==> src/rtl/hf4137_4_2_encoder_queue_if.sv <==
// ---------------------------------------------------------------------------
// hf4137_4_2_encoder_queue_if
// Groups the request-side pins and the code valid/ready drain port of the
// 4-to-2 encoder queue.
//   slave  : the encoder queue (takes req_n/en_n/code_ready, drives the rest)
//   master : whoever drives the request lines and consumes codes
//   req_n[3:0]  active-low requests (async)   en_n        active-low enable (async)
//   code_out    head code, 0 when empty       code_valid  FIFO non-empty
//   code_ready  consumer accepts head         gs_n        registered group select
//   overflow    sticky dropped-edge flag      fifo_count  FIFO occupancy
// ---------------------------------------------------------------------------
interface hf4137_4_2_encoder_queue_if #(
    parameter int FIFO_DEPTH = 4
);
    logic [3:0]                    req_n;
    logic                          en_n;
    logic [1:0]                    code_out;
    logic                          code_valid;
    logic                          code_ready;
    logic                          gs_n;
    logic                          overflow;
    logic [$clog2(FIFO_DEPTH):0]   fifo_count;

    modport slave (
        input  req_n, en_n, code_ready,
        output code_out, code_valid, gs_n, overflow, fifo_count
    );

    modport master (
        output req_n, en_n, code_ready,
        input  code_out, code_valid, gs_n, overflow, fifo_count
    );
endinterface

==> src/rtl/hf4137_4_2_encoder_queue.sv <==
// ---------------------------------------------------------------------------
// hf4137_4_2_encoder_queue
// Synchronizes four active-low request lines and an active-low enable,
// turns each falling edge into a pending event, picks the highest pending
// index each cycle and queues its 2-bit code in a first-word-fall-through
// FIFO drained over a valid/ready port.
// Ports:
//   clk  - clock, all state on rising edge
//   rst  - asynchronous active-high reset
//   bus  - slave side of hf4137_4_2_encoder_queue_if (requests, enable,
//          code/valid/ready, gs_n, overflow, fifo_count)
// ---------------------------------------------------------------------------
module hf4137_4_2_encoder_queue #(
    parameter int FIFO_DEPTH  = 4,
    parameter int SYNC_STAGES = 2
) (
    input  logic                           clk,
    input  logic                           rst,
    hf4137_4_2_encoder_queue_if.slave      bus
);
    localparam int AW = $clog2(FIFO_DEPTH);
    localparam int CW = AW + 1;

    logic [SYNC_STAGES-1:0][3:0] req_sync_q;
    logic [SYNC_STAGES-1:0]      en_sync_q;
    logic [3:0]                  req_prev_q;
    logic [3:0]                  pending_q, pending_d;
    logic                        gs_n_q, gs_n_d;
    logic                        overflow_q, overflow_d;
    logic [FIFO_DEPTH-1:0][1:0]  mem_q;
    logic [AW-1:0]               wr_ptr_q, rd_ptr_q;
    logic [CW-1:0]               count_q, count_d;

    logic [3:0] req_s;
    logic       en_s;
    logic [3:0] fall;
    logic [3:0] clr;
    logic [1:0] push_idx;
    logic       push, pop;

    assign req_s = req_sync_q[SYNC_STAGES-1];
    assign en_s  = en_sync_q[SYNC_STAGES-1];

    // Falling edge of a synced request, only honoured while enabled; edges
    // seen while disabled are simply lost.
    assign fall = req_prev_q & ~req_s & {4{~en_s}};

    // Fixed priority: highest set pending index wins.
    always_comb begin
        push_idx = 2'd0;
        for (int i = 0; i < 4; i++) begin
            if (pending_q[i]) push_idx = 2'(i);
        end
    end

    assign pop  = (count_q != '0) & bus.code_ready;
    // A full FIFO still accepts a push when the head leaves in the same cycle.
    // Nothing is pushed while disabled: pending is being flushed.
    assign push = (pending_q != 4'b0000) & ~en_s &
                  ((count_q != CW'(FIFO_DEPTH)) | pop);
    assign clr  = push ? (4'b0001 << push_idx) : 4'b0000;

    always_comb begin
        pending_d  = en_s ? 4'b0000 : ((pending_q & ~clr) | fall);
        // A fresh edge on a bit that stays pending merges and is counted as
        // lost; a bit being pushed this cycle just re-arms instead.
        overflow_d = overflow_q | (|(fall & pending_q & ~clr));
        gs_n_d     = ~(~en_s & (req_s != 4'b1111));
        count_d    = count_q;
        case ({push, pop})
            2'b10:   count_d = count_q + CW'(1);
            2'b01:   count_d = count_q - CW'(1);
            default: count_d = count_q;
        endcase
    end

    always_ff @(posedge clk or posedge rst) begin
        if (rst) begin
            req_sync_q <= '1;
            en_sync_q  <= '1;
            req_prev_q <= 4'b1111;
            pending_q  <= 4'b0000;
            gs_n_q     <= 1'b1;
            overflow_q <= 1'b0;
        end else begin
            if (SYNC_STAGES > 1) begin
                req_sync_q <= {req_sync_q[SYNC_STAGES-2:0], bus.req_n};
                en_sync_q  <= {en_sync_q[SYNC_STAGES-2:0], bus.en_n};
            end
            req_prev_q <= req_s;
            pending_q  <= pending_d;
            gs_n_q     <= gs_n_d;
            overflow_q <= overflow_d;
        end
    end

    always_ff @(posedge clk or posedge rst) begin
        if (rst) begin
            mem_q    <= '0;
            wr_ptr_q <= '0;
            rd_ptr_q <= '0;
            count_q  <= '0;
        end else begin
            if (push) begin
                mem_q[wr_ptr_q] <= push_idx;
                wr_ptr_q        <= wr_ptr_q + AW'(1);
            end
            if (pop) rd_ptr_q <= rd_ptr_q + AW'(1);
            count_q <= count_d;
        end
    end

    assign bus.code_valid = (count_q != '0);
    assign bus.code_out   = bus.code_valid ? mem_q[rd_ptr_q] : 2'b00;
    assign bus.gs_n       = gs_n_q;
    assign bus.overflow   = overflow_q;
    assign bus.fifo_count = count_q;
endmodule

==> src/flat_wrapper.sv <==
// flat-port wrapper written by rule: the top's interface ports become plain ports
module hf4137_4_2_encoder_queue_flat 
#(
    parameter int FIFO_DEPTH  = 4,
    parameter int SYNC_STAGES = 2
)
  (clk, rst, bus_req_n, bus_en_n, bus_code_ready, bus_code_out, bus_code_valid, bus_gs_n, bus_overflow, bus_fifo_count);
  hf4137_4_2_encoder_queue_if #(.FIFO_DEPTH(FIFO_DEPTH)) bus_i ();
  input  logic clk;
  input  logic rst;
  input wire logic [$bits(bus_i.req_n)-1:0] bus_req_n;
  input wire logic [$bits(bus_i.en_n)-1:0] bus_en_n;
  input wire logic [$bits(bus_i.code_ready)-1:0] bus_code_ready;
  output wire logic [$bits(bus_i.code_out)-1:0] bus_code_out;
  output wire logic [$bits(bus_i.code_valid)-1:0] bus_code_valid;
  output wire logic [$bits(bus_i.gs_n)-1:0] bus_gs_n;
  output wire logic [$bits(bus_i.overflow)-1:0] bus_overflow;
  output wire logic [$bits(bus_i.fifo_count)-1:0] bus_fifo_count;
  assign bus_i.req_n = bus_req_n;
  assign bus_i.en_n = bus_en_n;
  assign bus_i.code_ready = bus_code_ready;
  assign bus_code_out = bus_i.code_out;
  assign bus_code_valid = bus_i.code_valid;
  assign bus_gs_n = bus_i.gs_n;
  assign bus_overflow = bus_i.overflow;
  assign bus_fifo_count = bus_i.fifo_count;
  hf4137_4_2_encoder_queue #(.FIFO_DEPTH(FIFO_DEPTH), .SYNC_STAGES(SYNC_STAGES)) u_core (.clk(clk), .rst(rst), .bus(bus_i));
endmodule
==> config.mk <==
export PLATFORM = sky130hd
export DESIGN_NAME = hf4137_4_2_encoder_queue_flat
export DESIGN_NICKNAME = d
export VERILOG_FILES = /design/src/rtl/hf4137_4_2_encoder_queue_if.sv /design/src/rtl/hf4137_4_2_encoder_queue.sv /design/src/flat_wrapper.sv
export SDC_FILE = /design/constraint.sdc
export NUM_CORES = 1
export LEC_CHECK = 0
export CAP_MARGIN = 20
export CELL_PAD_IN_SITES_DETAIL_PLACEMENT = 0
export CELL_PAD_IN_SITES_GLOBAL_PLACEMENT = 1
export CORE_AREA = 2 2 47 81
export DETAILED_ROUTE_END_ITERATION = 16
export DIE_AREA = 0 0 49 83
export PLACE_DENSITY_LB_ADDON = 0.1
export SYNTH_ARGS = -nofsm -noshare
export SYNTH_HDL_FRONTEND = slang
export SYNTH_SLANG_ARGS = --single-unit
==> constraint.sdc <==
create_clock -name clk -period 3.96 [get_ports clk]
set_input_delay 0.792 -clock clk [delete_from_list [all_inputs] [get_ports clk]]
set_output_delay 0.792 -clock clk [all_outputs]
set_load 0.005 [all_outputs]
==> impl_results.md <==
- Outcome: complete, no violations
- Area occupied by registers: 894.6 um^2
- DR iter-0 viols: 3
- P_int: 0.8653 mW
- Synth-to-Final Area Change: 23.95%
- Placer Congestion: between 0.7 and 0.8
- Routed vias/inst: 4.809
- CP max-delay cell: nor4b_4
- Post-synthesis sequential area ratio: 0.6137
- Post-Syn Area: 1458 um^2
- Largest delay contributor family on the critical path: simple AND/OR/NAND/NOR gates
- Final min period: 2.711 ns
- Worst-case clock buffer depth: 2
- Syn Nets: 118
- Syn Inst Count: 104
- Multi-input logic area: 528.0 um^2
- Share of cells above drive strength 1: 0.2969
- Final setup violation count: 0
- PostCTS Resize Cnt: 0
- Vias in the first global route: around 920
- Latest clock arrival within the worst-skew pair: between 0.2 and 0.3 ns
- Critical Path, Cell by Cell: clkdlybuf4s50_1 > nor4b_4 > nor3_4 > inv_1 > ha_1 > inv_1 > fa_1 > xor2_1 > nor2_1 > xor2_1
- Post-synth cell types: 31
- Cell leakage power: 0.7915 nW
- Total gr overflow: 0
- Sw Ratio: 0.2824
- Data arrival, critical path: 2.92 ns
- Initial antenna violation count: 0
- Final wirelength: 2443 um
- Routed len/inst: 14.12 um
- Final Hold Violating Endpoints: 0
- Maximum VDD drop: around 0.42 mV
- Clock share of power: 0.261
- Post-route ant nets: 0
- Synth Register Bits: 35
- Core area: about 3400 um^2
- Die X: a little under 50 um
- Worst slew margin: 0.6735
- Setup_tns: 0 ns
- Fmax: 368.9 MHz
- Flop2flop setup slack: ~1.7 ns
- ANT cells: 0
- Filler cell count in the final layout: 305
- Top-level port count: 16
- Pwr Density: 667.5 nW/um^2
- CP Capture Type: register
- # rows: 28
- CTS Buf Count: 5
- Final Power: ~1.2 mW
- Slew @ Worst Pin: just under 0.5 ns
- Nets: between 100 and 150
- Hold-fix buffers, CTS: 0
- Synthesized area per cell: ~14 um^2
- GRT Total Usage: 0.1392
- Ys Warns: 0
- Full die area: ~4100 um^2
- H-tree depth: 2
- Worst Setup Path Type: input pin to register
- Worst path bufs/invs: 3
- Root Driver: clkbuf_8
- Critical path's largest stage delay: 0.46 ns
- Max-Cap Viols: 0
- Sequential share of power: 0.443
- Post-CTS Setup Inserts: 0
- Critical-path maximum fanout: 8
- Vias: 832
- First-pass GRT wire length: 4236 um
- Initial Utilization: 0.4289
- Worst min-delay path class: register to register
- DRC: 0
- Worst-path clk slew: roughly 0.070 ns
- Clk sinks: 35
- Largest net degree at the start of global routing: 26
- Final Cycle Share: 0.6846
- Setup Skew: 0.005826 ns
- Type of origin of the critical path: input pin
- HPWL after DPL: 1764 um
- Required time worst endpoint: between 4 and 5 ns
- RSZ-0062 raised after global routing: no
- P_sw: 0.3406 mW
- Comb pwr share: 0.296
- Number of buffers inserted by port buffering: 15
- Die Y: 83 um
- CTS tree: done
- Fin. max-slew vios: 0
- Pre-antenna DRT Iters: 2
-- state kept, by name, indices dropped and copies added, names as in the netlist --
signal,count
u_core.en_sync_q,2
u_core.pending_q,4
u_core.wr_ptr_q,2
u_core.bus.overflow,1
u_core.req_s,4
u_core.bus.gs_n,1
u_core.req_prev_q,4
u_core.bus.fifo_count,3
u_core.mem_q,8
u_core.req_sync_q,4
u_core.rd_ptr_q,2
-- worst paths after layout --
check,from,endpoint,cells past startpoint
worst max-delay path,bus_code_ready,u_core.bus.fifo_count[2],10
worst min-delay path,u_core.req_sync_q[3],u_core.req_s[3],0
worst max register to register,u_core.bus.fifo_count[0],u_core.bus.fifo_count[2],9
worst min register to register,u_core.req_sync_q[3],u_core.req_s[3],0
max in group asynchronous,rst,u_core.req_prev_q[3],4
min in group asynchronous,rst,u_core.bus.fifo_count[0],2
-- power groups by stage --
stage / Sequential (mW) / Combinational, mW / Clock (mW)
detailed placement: 0.538 / 0.358 / 0
CTS: 0.535 / 0.362 / 0.327
global placement: 0.535 / 0.350 / 0
floorplan: 0.520 / 0.227 / 0
global route: 0.548 / 0.399 / 0.342
finish: 0.534 / 0.357 / 0.315
-- placed cells by master, fill, tap and decap left out, types with 2 or more instances in the layout --
master           instances
ha_1                     5
dfstp_2                 15
mux2_2                   8
dfrtp_1                 20
nand2_1                  6
o21ai_0                  4
and2_1                   3
clkdlybuf4s50_1         15
nor2_1                   2
xor2_1                   3
inv_1                    8
clkbuf_8                 5
xnor2_1                  3
mux4_2                   2
nand2b_1                 4
a21oi_1                  4
-- cell families (layout without fill, tap and decap cells) --
logic type / count (synthesis) / in the layout / share of synthesized area
AOI/OAI and AO/OA: 14 / 14 / 0.06181
xor gates and xnor gates: 6 / 6 / 0.03606
and+or+nand+nor: 23 / 23 / 0.1082
buffers and inverters: 9 / 33 / 0.02403
DFF: 35 / 35 / 0.6137
adders and majority gates: 6 / 6 / 0.05665
muxes: 11 / 11 / 0.09957
-- layout make-up --
type                            count  share of cell area
Clock buffer                        5             0.03809
Clock inverter                      3             0.02424
Sequential cell                    35              0.4952
Timing Repair Buffer               17              0.1025
Inverter                            8             0.01662
Multi-Input combinational cell     60              0.2922
Tap cell                           45             0.03116
-- Yosys cell counts (all sizes together) --
cell / count / area (um^2)
a21o: 1 / 7.510
a21oi: 4 / 20.02
a221oi: 1 / 8.760
a41o: 1 / 10.01
and2: 3 / 18.77
and3b: 1 / 8.760
buf: 1 / 5.000
dfrtp: 20 / 500.5
dfstp: 15 / 394.1
fa: 1 / 20.02
ha: 5 / 62.56
inv: 8 / 30.03
mux2: 8 / 90.09
mux2i: 1 / 10.01
mux4: 2 / 45.04
nand2: 6 / 22.52
nand2b: 4 / 25.02
nor2: 2 / 7.510
nor2b: 1 / 6.260
nor3: 1 / 16.27
nor4: 1 / 6.260
nor4b: 1 / 23.77
nor4bb: 1 / 10.01
o21ai: 4 / 20.02
o21bai: 1 / 7.510
o311ai: 1 / 8.760
o31ai: 1 / 7.510
or2: 1 / 6.260
or3: 1 / 6.260
xnor2: 3 / 26.28
xor2: 3 / 26.28
-- through the flow --
step / instance area (um^2) / hold slack (ns) / setup WS [ns] / cells / util
2_1_floorplan: 1458 / 0.3452 / 1.586 / 104 / -
3_3_place_gp: 1667 / 0.3462 / 0.9915 / 164 / 0.4904
3_5_place_dp: 1667 / 0.3472 / 0.9269 / 164 / 0.4904
4_1_cts: 1779 / 0.3579 / 1.250 / 172 / 0.5236
5_1_grt: 1807 / 0.3614 / 1.091 / 173 / 0.5317
6_report: 1807 / 0.3570 / 1.249 / 173 / 0.5317
-- worst register-to-register path: stages, from the launching register on --
cell and delay, ns:
dfrtp_1 0.45, nor4b_4 0.53, nor3_4 0.13, inv_1 0.08, ha_1 0.17, inv_1 0.06
fa_1 0.37, xor2_1 0.15, nor2_1 0.11, xor2_1 0.14
-- per-layer routing --
| layer | wire length [um] | vias to the layer above | track usage |
|---|---|---|---|
| met1 | 1106 | 414 | 0.1790 |
| met3 | 55 | 4 | 0.03237 |
| met2 | 1238 | 12 | 0.2179 |
| li1 | - | 402 | - |
| met5 | 0 | - | 0 |
| met4 | 42 | 0 | 0.07013 |
(Power assumes the default switching activity.)
